$ cat src/rtl/seg_pkg.sv
// rtl/seg_pkg.sv - BCD digit type and 7-segment glyph constants for seg_counter_mux
package seg_pkg;

    typedef logic [3:0] bcd_t;

    localparam bcd_t BCD_MAX = 4'd9;

    // Segment order is {g,f,e,d,c,b,a}, active-high
    localparam logic [6:0] SEG_0     = 7'h3F;
    localparam logic [6:0] SEG_1     = 7'h06;
    localparam logic [6:0] SEG_2     = 7'h5B;
    localparam logic [6:0] SEG_3     = 7'h4F;
    localparam logic [6:0] SEG_4     = 7'h66;
    localparam logic [6:0] SEG_5     = 7'h6D;
    localparam logic [6:0] SEG_6     = 7'h7D;
    localparam logic [6:0] SEG_7     = 7'h07;
    localparam logic [6:0] SEG_8     = 7'h7F;
    localparam logic [6:0] SEG_9     = 7'h6F;
    localparam logic [6:0] SEG_BLANK = 7'h00;

endpackage

$ cat src/rtl/seg_decode.sv
// rtl/seg_decode.sv - combinational BCD to 7-segment decoder
module seg_decode
    import seg_pkg::*;
(
    input  bcd_t       i_bcd,
    output logic [6:0] o_seg
);

    always_comb begin
        case (i_bcd)
            4'd0:    o_seg = SEG_0;
            4'd1:    o_seg = SEG_1;
            4'd2:    o_seg = SEG_2;
            4'd3:    o_seg = SEG_3;
            4'd4:    o_seg = SEG_4;
            4'd5:    o_seg = SEG_5;
            4'd6:    o_seg = SEG_6;
            4'd7:    o_seg = SEG_7;
            4'd8:    o_seg = SEG_8;
            4'd9:    o_seg = SEG_9;
            default: o_seg = SEG_BLANK;
        endcase
    end

endmodule

$ cat src/rtl/seg_counter_mux.sv
// rtl/seg_counter_mux.sv - prescaled BCD up/down counter with multiplexed 7-segment scan
// Optional macro LEADING_ZERO_BLANK_EN blanks zero digits above the highest non-zero digit.
module seg_counter_mux
    import seg_pkg::*;
#(
    parameter int               DIV_W   = 24,
    parameter logic [DIV_W-1:0] DIV_RST = 24'd999_999,
    parameter int               DIGITS  = 4,
    parameter int               SCAN_W  = 10
) (
    input  logic                  clk,
    input  logic                  rst_n,
    input  logic                  en,
    input  logic                  up_dn,
    input  logic                  clr,
    input  logic                  div_load,
    input  logic [DIV_W-1:0]      div_val,
    output logic                  tick,
    output logic                  carry,
    output logic [6:0]            seg,
    output logic [DIGITS-1:0]     dig_sel,
    output logic [4*DIGITS-1:0]   count
);

    localparam int IDX_W = (DIGITS > 1) ? $clog2(DIGITS) : 1;

    logic [DIV_W-1:0]    r_div;
    logic [DIV_W-1:0]    r_pre_cnt;
    logic                r_tick;
    logic [4*DIGITS-1:0] r_count;
    logic                r_carry;
    logic [SCAN_W-1:0]   r_scan_cnt;
    logic [IDX_W-1:0]    r_idx;
    logic [DIGITS-1:0]   r_dig_sel;
    logic [6:0]          r_seg;

    logic [4*DIGITS-1:0] w_count_nxt;
    logic                w_wrap;
    logic [DIGITS-1:0]   w_onehot;
    bcd_t                w_digit;
    logic [6:0]          w_seg_dec;
    logic [6:0]          w_seg_out;

    // A load restarts the period immediately and swallows any expiry in that cycle
    always_ff @(posedge clk or negedge rst_n) begin
        if (!rst_n) begin
            r_div     <= DIV_RST;
            r_pre_cnt <= DIV_RST;
            r_tick    <= 1'b0;
        end else if (div_load) begin
            r_div     <= div_val;
            r_pre_cnt <= div_val;
            r_tick    <= 1'b0;
        end else if (en && (r_pre_cnt == '0)) begin
            r_pre_cnt <= r_div;
            r_tick    <= 1'b1;
        end else begin
            if (en) begin
                r_pre_cnt <= r_pre_cnt - DIV_W'(1);
            end
            r_tick <= 1'b0;
        end
    end

    // Ripple chain: w_wrap doubles as the carry/borrow into each digit and ends as the wrap flag
    always_comb begin
        w_count_nxt = r_count;
        w_wrap      = 1'b1;
        for (int i = 0; i < DIGITS; i++) begin
            if (w_wrap) begin
                if (up_dn) begin
                    if (r_count[4*i +: 4] >= BCD_MAX) begin
                        w_count_nxt[4*i +: 4] = 4'd0;
                    end else begin
                        w_count_nxt[4*i +: 4] = r_count[4*i +: 4] + 4'd1;
                        w_wrap                = 1'b0;
                    end
                end else begin
                    if (r_count[4*i +: 4] == 4'd0) begin
                        w_count_nxt[4*i +: 4] = BCD_MAX;
                    end else begin
                        w_count_nxt[4*i +: 4] = r_count[4*i +: 4] - 4'd1;
                        w_wrap                = 1'b0;
                    end
                end
            end
        end
    end

    always_ff @(posedge clk or negedge rst_n) begin
        if (!rst_n) begin
            r_count <= '0;
            r_carry <= 1'b0;
        end else if (clr) begin
            r_count <= '0;
            r_carry <= 1'b0;
        end else if (r_tick) begin
            r_count <= w_count_nxt;
            r_carry <= w_wrap;
        end else begin
            r_carry <= 1'b0;
        end
    end

    always_comb begin
        w_digit  = 4'd0;
        w_onehot = '0;
        for (int i = 0; i < DIGITS; i++) begin
            if (r_idx == IDX_W'(i)) begin
                w_digit     = r_count[4*i +: 4];
                w_onehot[i] = 1'b1;
            end
        end
    end

    seg_decode u_seg_decode (
        .i_bcd (w_digit),
        .o_seg (w_seg_dec)
    );

`ifdef LEADING_ZERO_BLANK_EN
    logic w_blank;

    always_comb begin
        w_blank = (r_idx != '0);
        for (int i = 0; i < DIGITS; i++) begin
            if ((IDX_W'(i) >= r_idx) && (r_count[4*i +: 4] != 4'd0)) begin
                w_blank = 1'b0;
            end
        end
    end

    assign w_seg_out = w_blank ? SEG_BLANK : w_seg_dec;
`else
    assign w_seg_out = w_seg_dec;
`endif

    // Scan runs regardless of en; dig_sel and seg are registered together so they never skew
    always_ff @(posedge clk or negedge rst_n) begin
        if (!rst_n) begin
            r_scan_cnt <= '0;
            r_idx      <= '0;
            r_dig_sel  <= DIGITS'(1);
            r_seg      <= SEG_BLANK;
        end else begin
            r_scan_cnt <= r_scan_cnt + SCAN_W'(1);
            if (&r_scan_cnt) begin
                r_idx <= (r_idx == IDX_W'(DIGITS - 1)) ? '0 : r_idx + IDX_W'(1);
            end
            r_dig_sel <= w_onehot;
            r_seg     <= w_seg_out;
        end
    end

    assign tick    = r_tick;
    assign carry   = r_carry;
    assign count   = r_count;
    assign dig_sel = r_dig_sel;
    assign seg     = r_seg;

endmodule

$ cat config.mk
export PLATFORM = sky130hd
export DESIGN_NAME = seg_counter_mux
export DESIGN_NICKNAME = d
export VERILOG_FILES = /design/src/rtl/seg_pkg.sv /design/src/rtl/seg_decode.sv /design/src/rtl/seg_counter_mux.sv
export SDC_FILE = /design/constraint.sdc
export NUM_CORES = 1
export LEC_CHECK = 0
export ABC_AREA = 0
export CORE_MARGIN = 4
export CORE_UTILIZATION = 30
export CTS_CLUSTER_DIAMETER = 80
export DETAILED_ROUTE_END_ITERATION = 7
export PLACE_DENSITY = 0.59
export SLEW_MARGIN = 20
export SYNTH_ARGS = -nofsm -noshare
export SYNTH_HDL_FRONTEND = slang
export SYNTH_HIERARCHICAL = 1
export SYNTH_SLANG_ARGS = --single-unit
$ cat constraint.sdc
create_clock -name clk -period 2.47 [get_ports clk]
set_input_delay 0.494 -clock clk [delete_from_list [all_inputs] [get_ports clk]]
set_output_delay 0.494 -clock clk [all_outputs]
set_load 0.1 [all_outputs]
=== Word-level counts from Yosys, hierarchy flattened ===
Memories as Yosys holds them, arrays and structs flattened. A register that Yosys moved wholly into a read port is not among the register bits.
Index checks and enable logic that the tools add are counted.

* Word-level logic and storage cells: 95
* Output and inout bits: 29
* Register bits after elaboration: 82
* ROM bits: 112
* Input bits: 30
* Memories: 1

{| class="wikitable"
|+ Memories
! name !! depth !! bits a word !! rd ports !! clocked after Yosys merged registers in !! wr ports !! RTL line !! source
|-
| (name not given) || 16 || 7 || 1 || 1 || 0 || seg_decode.sv:10 || <nowiki>case (i_bcd)</nowiki>
|}

* Equality and inequality tests: 3
* Reductions and logical operators: 17
* Add/sub/neg operators: 11
* Multiplexer cells: 48
* Order comparisons: 4

{| class="wikitable"
|+ Operator list
! cell !! count
|-
| $mux 4 || 19
|-
| $mux 24 || 3
|-
| $mux 16 || 2
|-
| $logic_not 24->1 || 1
|-
| $sub 24x1->24 const B || 1
|-
| $mux 1 || 23
|-
| $add 4x1->4 const B || 4
|-
| $ge 4x4->1 const B || 4
|-
| $logic_not 4->1 || 4
|-
| $sub 4x1->4 const B || 4
|-
| $add 10x1->10 const B || 1
|-
| $reduce_and 10->1 || 1
|-
| $reduce_bool 2->1 || 4
|-
| $reduce_and 2->1 || 3
|-
| $eq 2x2->1 const B || 2
|-
| $reduce_bool 3->1 || 1
|-
| $add 2x1->2 const B || 1
|-
| $eq 2x1->1 const B || 1
|-
| $logic_not 2->1 || 1
|-
| $mux 2 || 1
|-
| $logic_and 1x1->1 || 1
|-
| $logic_not 1->1 || 1
|}

=== Logic depth before layout (Yosys ltp) ===
* Word-level depth: 8
* Mapped depth: 11
* Gate-level depth less buffers: 11

=== By module ===
The synthesis kept the hierarchy.

{| class="wikitable"
|+ Modules (own cells, without submodules)
! module !! cells each !! instances !! sequential area each (µm²) !! area an instance (µm²)
|-
| seg_counter_mux || 549 || 1 || 2258.4 || 5186.2
|-
| seg_decode || 28 || 1 || 0.0 || 219.0
|}

=== Worst setup path before layout ===
No wires, ideal clock.

* Path kind: reg-to-reg
* Start: reg r_count[1] (netlist: count[1])
* End: reg r_count[7] (netlist: count[7])
* Buffers on the path: 1
* Library setup time: 0.104 ns
* Clock period less this slack: 2.705 ns
* Data required time: 2.366 ns
* Slack: -0.235 ns
* Cell stages (with the launch flop): 8
* Data arrival time: 2.601 ns
* Cells stage by stage: dfrtp_1 inv_1 ha_1 or3b_1 a32oi_1 buf_4 o21ai_0 a221oi_1

* Cells in the longest elaborated chain, start to end: 5
* Elaborated cells between the ends (all ways): 7
* Those cells by class: 1 x order compare; 3 x mux; 3 x reduce/logical

{| class="wikitable"
|+ Ends and longest elaborated chain
! what !! RTL line !! source
|-
| start: declaration || seg_counter_mux.sv:30 || <nowiki>logic [4*DIGITS-1:0] r_count;</nowiki>
|-
| start signal: assignment || seg_counter_mux.sv:98 || <nowiki>r_count <= w_count_nxt;</nowiki>
|-
| $ge 4x4->1 or $logic_not 4->1 (tied branches) || seg_counter_mux.sv:72, seg_counter_mux.sv:79 ||
|-
| $mux 1, on equally long branches || seg_counter_mux.sv:72, seg_counter_mux.sv:79 ||
|-
| $mux 1 (*) || seg_counter_mux.sv:71 || <nowiki>if (up_dn) begin</nowiki>
|-
| $reduce_bool 2->1 (no source line) (*) || - ||
|-
| $reduce_and 2->1 (no source line) (*) || - ||
|}

Every way passes the cells marked *; elsewhere a longest branch is shown, timed or not.
A chain may end at the register's enable or synchronous reset.

=== Worst setup path after layout ===
* Start: reg r_idx[1]
* End: reg r_seg[5] (netlist: seg[5])

* Cells in the longest elaborated chain, start to end: 5
* Elaborated cells between the ends (all ways): 8
* Those cells by class: 3 x eq/ne; 4 x mux; 1 x reduce/logical

{| class="wikitable"
|+ Ends and longest elaborated chain
! what !! RTL line !! source
|-
| start: declaration || seg_counter_mux.sv:33 || <nowiki>logic [IDX_W-1:0] r_idx;</nowiki>
|-
| start signal: assignment || seg_counter_mux.sv:148 || <nowiki>r_idx <= (r_idx == IDX_W'(DIGITS - 1)) ? '0 : r_idx + IDX_W'(1);</nowiki>
|-
| $logic_not 2->1 || seg_counter_mux.sv:109 || <nowiki>if (r_idx == IDX_W'(i)) begin</nowiki>
|-
| $mux 4 (3 in series) || seg_counter_mux.sv:109 ||
|-
| $mux 4 (*) || seg_counter_mux.sv:109 ||
|-
| named net w_digit[0] || seg_counter_mux.sv:40 || <nowiki>bcd_t w_digit;</nowiki>
|-
| end: declaration || seg_counter_mux.sv:35 || <nowiki>logic [6:0] r_seg;</nowiki>
|}

The timed path passes the listed nets; every way through them passes the cells marked *.

==> metrics.md <==
| Metric | Value |
|---|---|
| Status | complete, no violations |
| Iteration-0 DRC Markers | 256 |
| Share of async-settable or async-resettable flops after synthesis | 100.0% |
| Area contributors post-synth | dfrtp_1 (30%), dfstp_2 (12%), ha_1 (6.0%) |
| Max_cap viols | 0 |
| Synth cell count leaders | dfrtp_1 (64), o21ai_0 (48), nand2_1 (43), nor2_1 (41), inv_1 (38) |
| Critical Path RT | 2.69 ns |
| GPL Wtd Cong | 0.8676 |
| Clock buffer depth | 2 |
| Worst path arrival time | 2.46 ns |
| Number of enable flip-flop cells after synthesis | 0 |
| Final clock skew | between 0.007 and 0.008 ns |
| H-Tree Level Count | 3 |
| Clock transition at the registers of the reported paths | about 0.060 ns |
| Largest net degree at the start of global routing | 56 |
| FF-to-FF setup slack | roughly 0.23 ns |
| DRC | 0 |
| Synth-to-Final Area Change | 21.99% |
| Post-Syn Area | 5405 µm² |
| Seq cells post-synth | 89 |
| Slew Viols, Final | 0 |
| Worst Reg-to-Reg Cells | 10 |
| Worst-Skew Late Latency | around 0.34 ns |
| Max transition margin | between 60% and 70% |
| Register area share after synthesis | between 40% and 50% |
| HP Class | in -> async |
| Static Leak | 2.736 nW |
| Synth warn | 6 |
| Layout Utilization | 37.73% |
| CP startpoint kind | register |
| Die width | ~140 µm |
| Antenna violation net count after detailed routing | 0 |
| Die area | 20,230 µm² |
| Crit. End Element | register |
| Tcrit/Tclk final | 90.62% |
| Hold_buf cts | 0 |
| CTS tree | done |
| Routed vias/inst | roughly 5.2 |
| Die Ht | 142.2 µm |
| WL final | between 10 and 15 mm |
| Ant. Diodes | 0 |
| RSZ-0062 raised after global routing | false |
| Setup TNS | 0 ns |
| Routed length per instance | 15.98 µm |
| TritonCTS Buffers | 9 |
| Met2 GRT Util | 23.45% |
| Starting Density | between 30% and 40% |
| Cells after DPL | 860 |
| First-pass GRT wire length | 23.27 mm |
| Worst VDD drop | ~0.32 mV |
| IO Pins | 59 |
| Tot GR Track Use | 14.04% |
| Vias in the first global route | 4,582 |
| Grt met1 use | 18.63% |
| Setup CP Type | reg -> reg |
| Endpoints failing hold | 0 |
| Ys flop type | dfrtp_1 |
| Setup bufs post-CTS | 0 |
| Most frequent cell after synthesis | dfrtp_1 |
| Cells resized by post-CTS repair | 0 |
| Measured slew at the worst slew-check pin | 0.5752 ns |
| Sink Count | 89 |
| Minimum clock period after layout | 2.238 ns |
| GR peak layer | met2 |
| Final-report setup violation count | 0 |
| Area leader, netlist | dfrtp_1 |
| Max Clk Rate | 446.7 MHz |
| Core Rows | 48 |
| Initial antenna violation count | 0 |
| Via count | 4,564 |
| Pwr/cell area | approximately 520 nW/µm² |
| Detailed placer's ending HPWL | 10.14 mm |
| Drt pass-1 iters | 4 |
| Congestion Overflow GR | 0 |
| Core Region | 17,480 µm² |
| Post-synth top area share | ~30% |
| Gate Count Post-Synth | around 580 |
| Final nets | between 700 and 800 |
| Final Non-Filler Cells | around 900 |
| # fillers | 1,753 |
| Cell variety after synth | 73 |
| CP max FO | 9 |
| Syn Nets | 633 |
| Root Driver | clkbuf_16 |
| Mean cell area of the mapped netlist | ~9.4 µm² |
| Layout cell share with drive strength beyond 1 | 21.35% |
| I/O Buffers | 58 |
| M3 GR Usage | 2.890% |
[final timing paths]
kind                                      end           from
worst max-delay path                   seg[5]       r_idx[1]
worst min-delay path                r_div[23]          rst_n
worst max register to register         seg[5]       r_idx[1]
worst min register to register  r_scan_cnt[9]  r_scan_cnt[9]
max in group asynchronous          dig_sel[0]          rst_n
min in group clk                r_scan_cnt[9]  r_scan_cnt[9]
[layer usage]
metal  vias to the layer above  part of all wire [%]
li1                       2216                     -
met1                      2218                    46
met2                       119                    49
met3                        11                   4.7
met4                         0                  0.99
met5                         -                     0
[metrics by stage]
stage	area, µm²	setup WS, ns	hold slack [ns]	total power, mW
after floorplan	5413	0.1012	0.1984	1.884
after global placement	6291	0.1166	0.4551	2.042
after detailed placement	6291	0.09579	0.4583	2.049
after CTS	6594	0.2140	0.1054	3.468
after global routing	6594	0.02281	0.1210	3.584
final	6594	0.2316	0.09747	3.417
[layout make-up]
cell class	count	area [µm²]	share of cell area, %
tap	225	281.5	4.269
inverter	40	150.1	2.277
clock inverter	3	20.02	0.3036
sequential	89	2266	34.36
multi-input combinational	415	2833	42.96
clock buffer	13	282.8	4.288
timing repair buffer	91	760.7	11.54
[flip-flops by register name, summed over array words and instances, names as in the netlist]
register	count
r_scan_cnt	10
carry	1
seg	7
tick	1
dig_sel	4
r_pre_cnt	24
count	16
r_div	24
r_idx	2
[critical path, stage by stage (launching register included)]
cell and delay, ns:
dfrtp_1 0.39, inv_1 0.08, ha_1 0.28, nand3b_1 0.19, a21oi_1 0.15, a21oi_1 0.05
o21ai_0 0.33, inv_1 0.17, ha_1 0.25, mux2i_1 0.12, o22ai_1 0.09
[report_power, final]
| group | total [mW] | internal [mW] | switching [mW] |
|---|---|---|---|
| Combinational | 0.363 | 0.171 | 0.192 |
| Sequential | 1.66 | 1.57 | 0.0923 |
| Clock | 1.39 | 0.809 | 0.583 |
[layout by cell type, fill, tap and decap left out, drive strengths merged, types with 4 or more instances in the layout]
cell	instances
nor3	14
mux2	13
a22oi	15
o211a	4
nand3	22
nand3b	6
ha	26
a21oi	24
o22ai	5
dfrtp	64
clkbuf	13
clkdlybuf4s50	27
nor2	42
nand4	5
or3	5
mux2i	12
dfstp	25
o21bai	4
xnor2	14
buf	64
nor2b	4
a32oi	4
nand2	43
o31ai	7
o221ai	6
and3	5
o21ai	48
and2	5
inv	41
xor2	9
a211oi	10
o211ai	4
a31oi	8
nand2b	6
nor4	10
[cell families (layout without fill, tap and decap cells)]
group,after synthesis,after routing,share of synthesized area [%]
AND/OR/NAND/NOR,183,183,18.43
buffers and inverters,73,147,5.810
multiplexers,25,25,4.931
adder cells (fa/ha/maj),26,26,6.018
flip-flops,89,89,41.78
AO/OA/AOI/OAI,158,158,19.31
XOR/XNOR,23,23,3.727
(Power assumes the default switching activity.)
